===== src/rtl/alu_seq_pkg.sv =====
// Shared types and constants for the ALU/register-file command sequencer.
// Optional build macro: ALU_SEQ_OF_TRAP_EN (suppresses write-back on add/sub overflow).
package alu_seq_pkg;

    localparam int DATA_W_DEF = 32;
    localparam int ADDR_W_DEF = 5;
    localparam int CNT_W_DEF  = 16;

    typedef enum logic [1:0] {
        IDLE = 2'd0,
        READ = 2'd1,
        WB   = 2'd2,
        RESP = 2'd3
    } seq_state_e;

    localparam logic [2:0] OP_AND = 3'd0;
    localparam logic [2:0] OP_OR  = 3'd1;
    localparam logic [2:0] OP_XOR = 3'd2;
    localparam logic [2:0] OP_NOR = 3'd3;
    localparam logic [2:0] OP_ADD = 3'd4;
    localparam logic [2:0] OP_SUB = 3'd5;
    localparam logic [2:0] OP_SLT = 3'd6;
    localparam logic [2:0] OP_SLL = 3'd7;

    // Opcodes whose OF flag is meaningful (signed add/sub)
    function automatic logic is_arith(input logic [2:0] op);
        return (op == OP_ADD) || (op == OP_SUB);
    endfunction

endpackage


===== src/rtl/alu_reg_sequencer.sv =====
// Command-driven initiator for the register-file/ALU datapath: one operation
// per command handshake, result and flags returned on a valid/ready response.
// Optional build macro: ALU_SEQ_OF_TRAP_EN -- an add/sub with OF=1 skips the
// register write (rsp_wrote=0) while keeping the same four-cycle sequence.
//
// state | meaning
// ------+------------------------------------------------------------
// IDLE  | cmd_ready=1, waiting for a command
// READ  | addresses/opcode driven, F/ZF/OF captured at end of cycle
// WB    | datapath outputs held, Write_Reg pulsed if write-back enabled
// RESP  | rsp_valid=1 until rsp_ready, then count and return to IDLE
module alu_reg_sequencer
    import alu_seq_pkg::*;
#(
    parameter int DATA_W = DATA_W_DEF,
    parameter int ADDR_W = ADDR_W_DEF,
    parameter int CNT_W  = CNT_W_DEF
) (
    input  logic              clk,
    input  logic              Reset_n,
    input  logic              cmd_valid,
    output logic              cmd_ready,
    input  logic [2:0]        cmd_op,
    input  logic [ADDR_W-1:0] cmd_rs,
    input  logic [ADDR_W-1:0] cmd_rt,
    input  logic [ADDR_W-1:0] cmd_rd,
    input  logic              cmd_wb,
    output logic [ADDR_W-1:0] R_Addr_A,
    output logic [ADDR_W-1:0] R_Addr_B,
    output logic [ADDR_W-1:0] W_Addr,
    output logic [2:0]        ALU_OP,
    output logic              Write_Reg,
    input  logic [DATA_W-1:0] F,
    input  logic              ZF,
    input  logic              OF,
    output logic              rsp_valid,
    input  logic              rsp_ready,
    output logic [DATA_W-1:0] rsp_data,
    output logic              rsp_zf,
    output logic              rsp_of,
    output logic              rsp_wrote,
    output logic [CNT_W-1:0]  ops_done
);

    seq_state_e state;
    logic       wb_q;
    logic       wr_en;

    // Write-back decision made at the end of READ from the latched command
    // and the flag being captured on that same edge.
    always_comb begin
        wr_en = wb_q;
`ifdef ALU_SEQ_OF_TRAP_EN
        if (is_arith(ALU_OP) && OF) begin
            wr_en = 1'b0;
        end
`endif
    end

    // Sequencer FSM with all outputs registered; reset forces IDLE and
    // drops Write_Reg immediately.
    always_ff @(posedge clk or negedge Reset_n) begin
        if (!Reset_n) begin
            state     <= IDLE;
            cmd_ready <= 1'b1;
            wb_q      <= 1'b0;
            R_Addr_A  <= '0;
            R_Addr_B  <= '0;
            W_Addr    <= '0;
            ALU_OP    <= '0;
            Write_Reg <= 1'b0;
            rsp_valid <= 1'b0;
            rsp_data  <= '0;
            rsp_zf    <= 1'b0;
            rsp_of    <= 1'b0;
            rsp_wrote <= 1'b0;
            ops_done  <= '0;
        end else begin
            case (state)
                IDLE: begin
                    if (cmd_valid && cmd_ready) begin
                        R_Addr_A  <= cmd_rs;
                        R_Addr_B  <= cmd_rt;
                        W_Addr    <= cmd_rd;
                        ALU_OP    <= cmd_op;
                        wb_q      <= cmd_wb;
                        cmd_ready <= 1'b0;
                        state     <= READ;
                    end
                end
                READ: begin
                    rsp_data  <= F;
                    rsp_zf    <= ZF;
                    rsp_of    <= OF;
                    rsp_wrote <= wr_en;
                    Write_Reg <= wr_en;
                    state     <= WB;
                end
                WB: begin
                    Write_Reg <= 1'b0;
                    R_Addr_A  <= '0;
                    R_Addr_B  <= '0;
                    W_Addr    <= '0;
                    ALU_OP    <= '0;
                    rsp_valid <= 1'b1;
                    state     <= RESP;
                end
                RESP: begin
                    if (rsp_ready) begin
                        rsp_valid <= 1'b0;
                        ops_done  <= ops_done + CNT_W'(1);
                        cmd_ready <= 1'b1;
                        state     <= IDLE;
                    end
                end
                default: begin
                    state     <= IDLE;
                    cmd_ready <= 1'b1;
                    Write_Reg <= 1'b0;
                    rsp_valid <= 1'b0;
                end
            endcase
        end
    end

endmodule


===== config.mk =====
export PLATFORM = sky130hd
export DESIGN_NAME = alu_reg_sequencer
export DESIGN_NICKNAME = d
export VERILOG_FILES = /design/src/rtl/alu_seq_pkg.sv /design/src/rtl/alu_reg_sequencer.sv
export SDC_FILE = /design/constraint.sdc
export NUM_CORES = 1
export LEC_CHECK = 0
export CORE_UTILIZATION = 45
export CTS_CLUSTER_DIAMETER = 80
export CTS_CLUSTER_SIZE = 20
export DETAILED_ROUTE_END_ITERATION = 8
export PLACE_DENSITY_LB_ADDON = 0.08
export SLEW_MARGIN = 20
export SYNTH_ARGS = -nofsm -noshare
export SYNTH_HDL_FRONTEND = slang
export SYNTH_SLANG_ARGS = --single-unit

===== constraint.sdc =====
create_clock -name clk -period 4.82 [get_ports clk]
set_clock_uncertainty 0.15 [all_clocks]
set_input_delay 0.964 -clock clk [delete_from_list [all_inputs] [get_ports clk]]
set_output_delay 0.964 -clock clk [all_outputs]
set_load 0.03 [all_outputs]

Word-level counts from Yosys, hierarchy flattened
Cells that the tools add are included.
W data, S select, Z words.
{"block": "word_totals", "output_inout_bits": 72, "word_cells": 49, "input_bits": 57, "ff_bits": 75}
{"block": "op_classes", "n_reduce_logical": 12, "n_mux": 17, "eq_ne": 5, "n_addsub": 1}
{"op": "$pmux W5 S2", "n": 3}
{"op": "$add A16 B1 Y16 const B", "n": 1}
{"op": "$mux W5", "n": 3}
{"op": "$reduce_and A2 Y1", "n": 5}
{"op": "$pmux W2 S4", "n": 1}
{"op": "$reduce_bool A2 Y1", "n": 4}
{"op": "$pmux W1 S2", "n": 3}
{"op": "$pmux W3 S2", "n": 1}
{"op": "$eq A2 B2 Y1 const B", "n": 2}
{"op": "$mux W2", "n": 2}
{"op": "$ne A2 B2 Y1 const B", "n": 2}
{"op": "$mux W1", "n": 3}
{"op": "$mux W3", "n": 1}
{"op": "$reduce_and A3 Y1", "n": 1}
{"op": "$eq A2 B1 Y1 const B", "n": 1}
{"op": "$logic_not A2 Y1", "n": 1}
{"op": "$logic_and A1 B1 Y1", "n": 1}

Longest topological paths before layout
{"block": "logic_depth", "ltp_word": 3, "ltp_mapped": 6, "mapped_depth_nobuf": 5}

Worst setup path before layout
OpenSTA, ideal clock, no wires.
{"block": "synth_timing", "path_kind": "input to register", "start": "in cmd_valid", "end": "reg R_Addr_A[0]", "required_ps": 4604, "path_slack_ps": 2885, "n_path_buf": 1, "arrival_time_ps": 1719, "stages": 4, "setup_time_ps": 66, "cell_sequence": "nand3_1 -> a21boi_2 -> buf_2 -> a22o_1"}
{"block": "synth_via", "elab_chain_len": 3}
{"element": "from (decl)", "line_no": "alu_reg_sequencer.sv:21", "source": "input logic cmd_valid,"}
{"element": "$logic_and A1 B1 Y1", "line_no": "alu_reg_sequencer.sv:81", "source": "if (cmd_valid && cmd_ready) begin"}
{"element": "$ne A2 B2 Y1 (no source line)"}
{"element": "$reduce_and A2 Y1 (no source line)"}
{"element": "to (signal assigned)", "line_no": "alu_reg_sequencer.sv:82", "source": "R_Addr_A <= cmd_rs;"}
{"element": "to (decl)", "line_no": "alu_reg_sequencer.sv:28", "source": "output logic [ADDR_W-1:0] R_Addr_A,"}
Every way passes these cells.
A chain may end at the register's enable or synchronous reset.

Worst setup path in the final report
{"block": "layout_timing", "start": "reg cmd_ready", "end": "out cmd_ready"}
{"element": "from (decl)", "line_no": "alu_reg_sequencer.sv:22", "source": "output logic cmd_ready,"}
{"element": "from (signal assigned)", "line_no": "alu_reg_sequencer.sv:65", "source": "cmd_ready <= 1'b1;"}
{"element": "from (signal assigned)", "line_no": "alu_reg_sequencer.sv:87", "source": "cmd_ready <= 1'b0;"}
{"element": "from (signal assigned)", "line_no": "alu_reg_sequencer.sv:112", "source": "cmd_ready <= 1'b1;"}
No word-level cell between the ends.

==> impl_metrics.tcl <==
set metrics [dict create \
    row_count 29 \
    synth_enable_flop_cells 0 \
    cp_slowest_cell "clkdlybuf4s50_1" \
    slew_headroom_pct 39.51 \
    post-place-ws_ns 2.111 \
    required_ns 3.71 \
    coreArea_um2 6386 \
    die_w_um 83.45 \
    grt_pass1_vias 2139 \
    num_antenna_cells 0 \
    yosys-top-cells-count "74 x dfrtp_1, 37 x mux2_2, 18 x a22o_1, 12 x xnor2_1, 9 x nand2_1" \
    hold_class "reg -> reg" \
    via_per_inst 5.095 \
    portBuffers 128 \
    cp_top_family "buffers and inverters" \
    synthesis.area_um2 2985 \
    drc_errors 0 \
    synth.yosys.seq_area_share_pct 62.91 \
    worstSetupStartpoint "cmd_ready" \
    vias 2150 \
    finalCriticalPeriod_ns 2.689 \
    crit_end "cmd_ready" \
    fmax_ghz 0.3719 \
    cts_root_buf "clkbuf_8" \
    place.gp.congestion 0.7493 \
    crit_buf_inv 1 \
    drv_cap 0 \
    r2r-start "state[0]" \
    worstPathCellList "clkdlybuf4s50_1" \
    cts_resized 0 \
    timing.rr.end "R_Addr_A[2]" \
    synth_ff_type "dfrtp_1" \
    dr_wl_met2_um 2985 \
    area_delta_synth_final_pct 52.47 \
    io_pins 129 \
    cts.clk_slew.worst_paths_ns 0.07 \
    dpl.hpwl_um 4476 \
    yosys-top-cells-area "dfrtp_1 62%, mux2_2 14%, a22o_1 5.3%, xnor2_1 3.5%, ha_1 2.5%" \
    fin_nets 403 \
    drt-met1-wl_um 2899 \
    holdBufCountCts 0 \
    slew_violations 0 \
    clockBufferDepth 2 \
    synth-async-reset-ratio_pct 100.0 \
    antenna_left 0 \
    whs_path_depth 1 \
    insertion_delay_ns 0.34 \
    grt_remaining_overflow 0 \
    worstPathMaxFanout 5 \
    leakage_nw 2.080 \
    ff2ff_path_depth 5 \
    routed.top_layer "met4" \
    synth.net_count 269 \
    setup.worst_path.start_class "register" \
    tns_ns 0 \
    synth_most_common_cell "dfrtp_1" \
    syn_inst 206 \
    yosys.area.top_type "dfrtp_1" \
    setup_violations 0 \
    critPathKind "reg -> out" \
    ys_warn_count 0 \
    cts_sinks 75 \
    ys_types 28 \
    fp.dieH_um 83.45 \
    track_usage_pct 19.53 \
    p_per_area_nw_per_um2 262.4 \
    path_depth 1 \
    cp-end-kind "output pin" \
    rsz0062_at_grt "no" \
    antenna_found_initial 0 \
    ir_worst_vdd_mv 0.1862 \
    totalWireLength_um 6475 \
    r2r_slack_ns 2.79 \
    first_pass_iters 4 \
    drt_iter0_drc 51 \
    grt_start_max_net_pins 76 \
    period_share_pct 55.78 \
    netlist.area_leader.share_pct 62.03 \
    arrival_ns 1.57 \
    postCtsSetupBuffers 0 \
    drive_gt1_share_pct 18.55 \
    worst_slew_pin_slew_ns 0.9073 \
    ys_ff_latch 75 \
    grt_pass1_wl_um 10600 \
    fin_ws_ns 2.131 \
    dr_wl_met3_um 442 \
    cts_tree "done" \
    max_stage_delay_ns 0.67 \
    initial_utilization_pct 46.75 \
    finalHoldViolCount 0 \
    cts_htree_levels 3 \
    numCtsBuffers 9 \
    syn_area_per_cell_um2 14.49 \
    die-area_um2 6964 \
    power_w 0.001194 \
    wl_per_cell_um 15.34 \
    status "completed" \
]
==> per-layer routing <==
| metal | vias to the layer above | global-route usage, % |
|---|---|---|
| li1 | 997 | - |
| met1 | 1048 | 27.08 |
| met2 | 90 | 28.69 |
| met3 | 15 | 4.847 |
| met4 | 0 | 10.02 |
| met5 | - | 0 |
==> power breakdown <==
| group | total [W] | switching (W) | internal (W) |
|---|---|---|---|
| clock network | 0.000508 | 0.000228 | 0.000280 |
| logic | 0.0000578 | 0.0000185 | 0.0000393 |
| registers | 0.000629 | 0 | 0.000629 |
==> flip-flops by register name, indices dropped and copies added (netlist names) <==
| signal | count |
|---|---|
| ALU_OP | 3 |
| R_Addr_A | 5 |
| R_Addr_B | 5 |
| W_Addr | 5 |
| Write_Reg | 1 |
| cmd_ready | 1 |
| ops_done | 16 |
| rsp_data | 32 |
| rsp_of | 1 |
| rsp_valid | 1 |
| rsp_wrote | 1 |
| rsp_zf | 1 |
| state | 2 |
| wb_q | 1 |
==> final cells by class <==
class                      count  area (µm²)
timing repair buffer         129        1286
clock inverter                 4       47.55
multi-input combinational    119        1056
inverter                       6       22.52
sequential                    75        1878
clock buffer                  12       165.2
fill                         461        1834
tap                           77       96.34
==> cells in the final DEF, fill, tap and decap left out, types with 2 or more instances in the layout <==
cell type        Yosys  routed
a21oi_1              3       3
a22o_1              18      18
buf_4                0       2
clkbuf_8             0      12
clkdlybuf4s50_1      0     127
clkinv_2             0       2
dfrtp_1             74      74
ha_1                 6       6
inv_1                6       6
mux2_2              37      37
nand2_1              9       9
nand3_1              8       8
nand4_1              2       2
nor2_1               5       5
o21ai_0              4       4
xnor2_1             12      12
xor2_1               3       3
==> worst min path at each step <==
stage	from	endpoint	slack (ns)
finish	ops_done[15]	ops_done[15]	0.35
global route	R_Addr_A[3]	R_Addr_A[3]	0.37
CTS	ops_done[15]	ops_done[15]	0.35
detailed placement	ops_done[15]	ops_done[15]	0.33
global placement	ops_done[15]	ops_done[15]	0.33
floorplan	wb_q	Write_Reg	0.34
==> logic make-up (layout without fill, tap and decap cells) <==
family / count (synthesis) / after routing / share of synthesized area [%]
AO/OA/AOI/OAI: 27 / 27 / 7.041
flip-flops: 75 / 75 / 62.91
adder cells (fa/ha/maj): 6 / 6 / 2.515
XOR/XNOR: 15 / 15 / 4.401
buffers and inverters: 12 / 151 / 1.718
AND/OR/NAND/NOR: 34 / 34 / 7.461
multiplexers: 37 / 37 / 13.96
==> metrics by stage <==
stage	instance area [µm²]	util, %	hold WS [ns]	cells
floorplan	2985	-	0.3375	206
global placement	4339	67.95	0.3342	406
detailed placement	4339	67.95	0.3342	406
CTS	4552	71.28	0.3532	422
global route	4552	71.28	0.3732	422
finish	4552	71.28	0.3534	422
(Power assumes the default switching activity.)
